File: config.mk
export PLATFORM = sky130hd
export DESIGN_NAME = hex_disp_scan
export DESIGN_NICKNAME = d
export VERILOG_FILES = /design/src/rtl/hex_disp_scan.sv
export SDC_FILE = /design/constraint.sdc
export NUM_CORES = 1
export LEC_CHECK = 0
export CAP_MARGIN = 20
export CORE_ASPECT_RATIO = 1.1
export CORE_MARGIN = 2
export CORE_UTILIZATION = 27
export CTS_BUF_LIST = sky130_fd_sc_hd__clkbuf_8
export DETAILED_ROUTE_END_ITERATION = 10
export PLACE_DENSITY = 0.57
export REMOVE_ABC_BUFFERS = 1
export SLEW_MARGIN = 20
export SYNTH_ARGS = -nofsm -noshare
export SYNTH_HDL_FRONTEND = slang
export SYNTH_SLANG_ARGS = --single-unit
File: constraint.sdc
create_clock -name clk -period 4.2 [get_ports clk]
set_input_delay 0.63 -clock clk [delete_from_list [all_inputs] [get_ports clk]]
set_output_delay 0.63 -clock clk [all_outputs]
set_load 0.05 [all_outputs]
File: src/rtl/hex_disp_scan.sv
// Four-digit multiplexed seven-segment driver for active-low common-anode displays.
// Each frame is latched into shadow registers, so the shown digits never tear mid-scan.
module hex_disp_scan #(
  parameter int DIV = 4
) (
  input  logic        clk,
  input  logic        clr,
  input  logic        ce,
  input  logic        en,
  input  logic [15:0] dat,
  input  logic [3:0]  dp,
  input  logic        blank_lz,
  output logic [3:0]  AN,
  output logic [6:0]  SEG,
  output logic        DP,
  output logic        frm
);

  localparam logic [15:0] LAST = 16'(DIV - 1);

  logic [15:0] cnt_reg, cnt_next;
  logic [1:0]  idx_reg, idx_next;
  logic [15:0] sdat_reg;
  logic [3:0]  sdp_reg;
  logic        frm_reg;
  logic        adv;
  logic        tick;
  logic        load;
  logic [3:0]  lead_zero;
  logic [3:0]  digit;
  logic [6:0]  seg_code;
  logic        blank_hit;

  // The prescaler only moves when both the clock enable and the display enable are high.
  always_comb begin
    adv      = ce & en;
    tick     = adv && (cnt_reg == LAST);
    load     = tick && (idx_reg == 2'd3);
    cnt_next = cnt_reg;
    if (adv)
      cnt_next = tick ? 16'd0 : cnt_reg + 16'd1;
    idx_next = tick ? idx_reg + 2'd1 : idx_reg;
  end

  always_ff @(posedge clk or posedge clr) begin
    if (clr) begin
      cnt_reg  <= '0;
      idx_reg  <= '0;
      sdat_reg <= '0;
      sdp_reg  <= '0;
      frm_reg  <= 1'b0;
    end else begin
      cnt_reg <= cnt_next;
      idx_reg <= idx_next;
      frm_reg <= load;
      if (load) begin
        sdat_reg <= dat;
        sdp_reg  <= dp;
      end
    end
  end

  // lead_zero[k]: shadow digits k..3 are all zero.
  generate
    for (genvar gi = 0; gi < 4; gi++) begin : g_lead
      assign lead_zero[gi] = (sdat_reg[15:4*gi] == '0);
    end
  endgenerate

  always_comb begin
    digit = sdat_reg[4*idx_reg +: 4];
    case (digit)
      4'h0:    seg_code = 7'b1000000;
      4'h1:    seg_code = 7'b1111001;
      4'h2:    seg_code = 7'b0100100;
      4'h3:    seg_code = 7'b0110000;
      4'h4:    seg_code = 7'b0011001;
      4'h5:    seg_code = 7'b0010010;
      4'h6:    seg_code = 7'b0000010;
      4'h7:    seg_code = 7'b1111000;
      4'h8:    seg_code = 7'b0000000;
      4'h9:    seg_code = 7'b0010000;
      4'hA:    seg_code = 7'b0001000;
      4'hB:    seg_code = 7'b0000011;
      4'hC:    seg_code = 7'b1000110;
      4'hD:    seg_code = 7'b0100001;
      4'hE:    seg_code = 7'b0000110;
      default: seg_code = 7'b0001110;
    endcase
  end

  // Digit 0 is never blanked so an all-zero value still shows a single 0.
  always_comb begin
    blank_hit = blank_lz && (idx_reg != 2'd0) && lead_zero[idx_reg];
    AN  = 4'b1111;
    SEG = 7'b1111111;
    DP  = 1'b1;
    if (en && !blank_hit) begin
      AN  = ~(4'b0001 << idx_reg);
      SEG = seg_code;
      DP  = ~sdp_reg[idx_reg];
    end
  end

  assign frm = frm_reg & en;

endmodule
==> flow_summary_export.csv, run 1 <==
group,metric,value,unit
run_status,status,"complete, no violations",
setup_path,crit_type,"register to output port",
routing,wl_per_cell,13.2,um
setup_path,worst_setup_path_end_kind,"output port",
final_layout,fin_util,35.4,%
final_layout,drive_above_1_share,9.40,%
synth,async_reset_ff_share,100,%
cts,cts_tree,"done",
cts,htreeDepth,2,
floorplan,die_area,8990,sq um
global_route,first_global_vias,1576,
sta,setup_viol,0,
global_route,grt_usage,10.7,%
setup_path,ff2ff_setup_slack,1.87,ns
cts,clk_pin_slew_worst_paths,0.09,ns
cts,postCtsSetupRepairBufs,0,
synth,synth.distinct_cells,39,
floorplan,start_util,28.0,%
global_route,grt_max_degree,40,
floorplan,coreArea,7960,sq um
floorplan,num_rows,34,
routing,drt_iter0_drc,38,
sta,fmax,259,MHz
sta,fin_crit,3.86,ns
sta,worst_pin_slew,0.701,ns
placed_design,dp_hpwl,3400,um
final_layout,final_cell_mix,"dfrtp_1 (38), clkdlybuf4s50_1 (37), mux2_1 (20)",
cts,insertion_delay,0.30,ns
global_route,antenna_found_initial,0,
placed_design,place.gp.congestion,0.770,
hold_path,min_to,"sdp_reg[1]",
routing,route.detailed.drc,0,
global_route,overflow,0,
final_layout,syn_to_final_growth,26.3,%
floorplan,ios,38,
floorplan,die_w,90.6,um
sta,fin_crit_sh,92.0,%
sta,max_slew_margin,52.9,%
routing,detail-route-antenna-nets,0,
hold_path,whs_path_depth,1,
setup_path,start_kind,"register",
cts,ctsHoldBuffers,0,
power,irDropWorstVdd,0.127,mV
hold_path,hp-start,"sdp_reg[1]",
synth,synthCells,194,
final_layout,diodes,0,
routing,vias,1554,
setup_path,worstPathRequired,3.57,ns
floorplan,die_h,99.3,um
routing,routed_wl,4510,um
placed_design,port_buffers,37,
power,p_total,0.853,mW
power,power_density,303,nW/um^2
synth,synth_seq_cells,39,
global_route,grt_pass1_wl,7760,um
synth,ys_warn_count,0,
sta,drv_slew,0,
final_layout,finalNetCount,269,
setup_path,arrival,3.23,ns
cts,clk_path_buf_depth,2,
final_layout,mostFrequentLayoutCell,"dfrtp_1",
synth,synth_ff_type,"dfrtp_1",
final_layout,nFillCells,802,
routing,dr.pass1.iters,4,
sta,hold_violations,0,
cts,clock-sinks,39,
cts,cts_root_buf,"clkbuf_8",
sta,grt_setup_unrepaired,"false",
sta,tns,0,ns
synth,ys_seq_area_share,43.8,%
routing,vias_per_cell,4.54,
synth,netlist_area,2230,sq um
synth,synth-edff-count,0,
setup_path,cp_max_fo,15,
flow_run,maxCapViolations,0,
hold_path,hp-class,"register to register",
sta,clock_skew,0.0171,ns
setup_path,r2r_cells,5,
synth,syn_avg_cell_area,11.5,sq um
setup_path,r2r-start,"idx_reg[1]",
setup_path,r2r-end,"sdat_reg[5]",
cts,cts-buffers-inserted,5,
power,p_leak,1.25,nW
## worst max-delay path by stage
stage / from / endpoint / slack, ns / cells after the start
floorplan: idx_reg[0] / SEG[2] / 0.28 / 3
global placement: idx_reg[0] / SEG[0] / 0.55 / 7
detailed placement: idx_reg[0] / SEG[0] / 0.51 / 7
CTS: idx_reg[0] / SEG[0] / 0.16 / 7
global route: idx_reg[1] / SEG[0] / 0.13 / 7
finish: idx_reg[1] / SEG[0] / 0.34 / 7
## stage by stage
step / setup slack [ns] / cells / hold slack (ns) / cell area, sq um
finish: 0.337 / 342 / 0.491 / 2810
global route: 0.131 / 342 / 0.515 / 2810
CTS: 0.163 / 342 / 0.495 / 2810
detailed placement: 0.509 / 334 / 0.475 / 2700
global placement: 0.551 / 334 / 0.470 / 2700
floorplan: 0.283 / 187 / 0.451 / 2180
## report_power, final
part / total [mW] / internal (mW) / switching [mW]
logic: 0.113 / 0.0555 / 0.0579
clock network: 0.311 / 0.177 / 0.134
registers: 0.428 / 0.401 / 0.0273
## cell families (layout without fill, tap and decap cells)
kind of cell,count (synthesis),after routing,share of synthesized area [%]
flip-flops,39,39,43.8
multiplexers,35,35,19.3
adder cells (fa/ha/maj),11,11,6.18
AO/OA/AOI/OAI,16,16,5.22
AND/OR/NAND/NOR,61,61,15.5
XOR/XNOR,16,16,6.29
buffers and inverters,16,56,3.65
## critical path, cell delays in order, from the launching register on
cell and delay (ns):
dfrtp_1 0.70, mux4_2 0.46, inv_1 0.15, ha_1 0.27
nor2_1 0.06, a22o_1 0.23, o31ai_1 0.22, clkdlybuf4s50_1 0.83
## cells in the mapped netlist, types with 3 or more instances
cell type | n | area, sq um
and2_1 | 4 | 25.0
and4_1 | 3 | 26.3
dfrtp_1 | 39 | 976
ha_1 | 11 | 138
inv_1 | 9 | 33.8
mux2_1 | 20 | 225
mux2_2 | 4 | 45.0
mux2i_1 | 7 | 70.1
mux4_2 | 4 | 90.1
nand2_1 | 15 | 56.3
nand3_1 | 8 | 40.0
nand3b_1 | 3 | 22.5
nor2_1 | 8 | 30.0
nor4_1 | 6 | 37.5
o21ai_0 | 3 | 15.0
xnor2_1 | 10 | 87.6
xor2_1 | 6 | 52.6
## cell type report
class | count | area, sq um | share of cell area (%)
multi-input combinational | 139 | 1170 | 41.6
sequential | 39 | 977 | 34.7
timing repair buffer | 39 | 385 | 13.7
tap | 108 | 135 | 4.80
clock buffer | 5 | 68.8 | 2.45
clock inverter | 3 | 43.8 | 1.56
inverter | 9 | 33.8 | 1.20
## routing by layer
layer,vias up,GRT usage (%),part of all wire [%]
met5,-,0,0
met4,0,3.55,1.2
met3,5,2.88,4.0
met2,28,17.3,47
met1,748,13.9,48
li1,773,-,-
## repair_timing
action                                 4_1_cts  5_1_grt
resized for setup                            0        1
setup endpoints to repair                    0        1
endpoints found under the hold margin        0        0
No activity file was read; power rests on OpenSTA's default activity.
==> run 2, diff against run 1 <==
--- a/config.mk
+++ b/config.mk
@@ -13,7 +13,7 @@
 export DETAILED_ROUTE_END_ITERATION = 10
 export PLACE_DENSITY = 0.57
 export REMOVE_ABC_BUFFERS = 1
-export SLEW_MARGIN = 20
+export SLEW_MARGIN = 30
 export SYNTH_ARGS = -nofsm -noshare
 export SYNTH_HDL_FRONTEND = slang
 export SYNTH_SLANG_ARGS = --single-unit
==> results of run 2 <==
Final layout, timing and power as in run 1 (identical DEF).
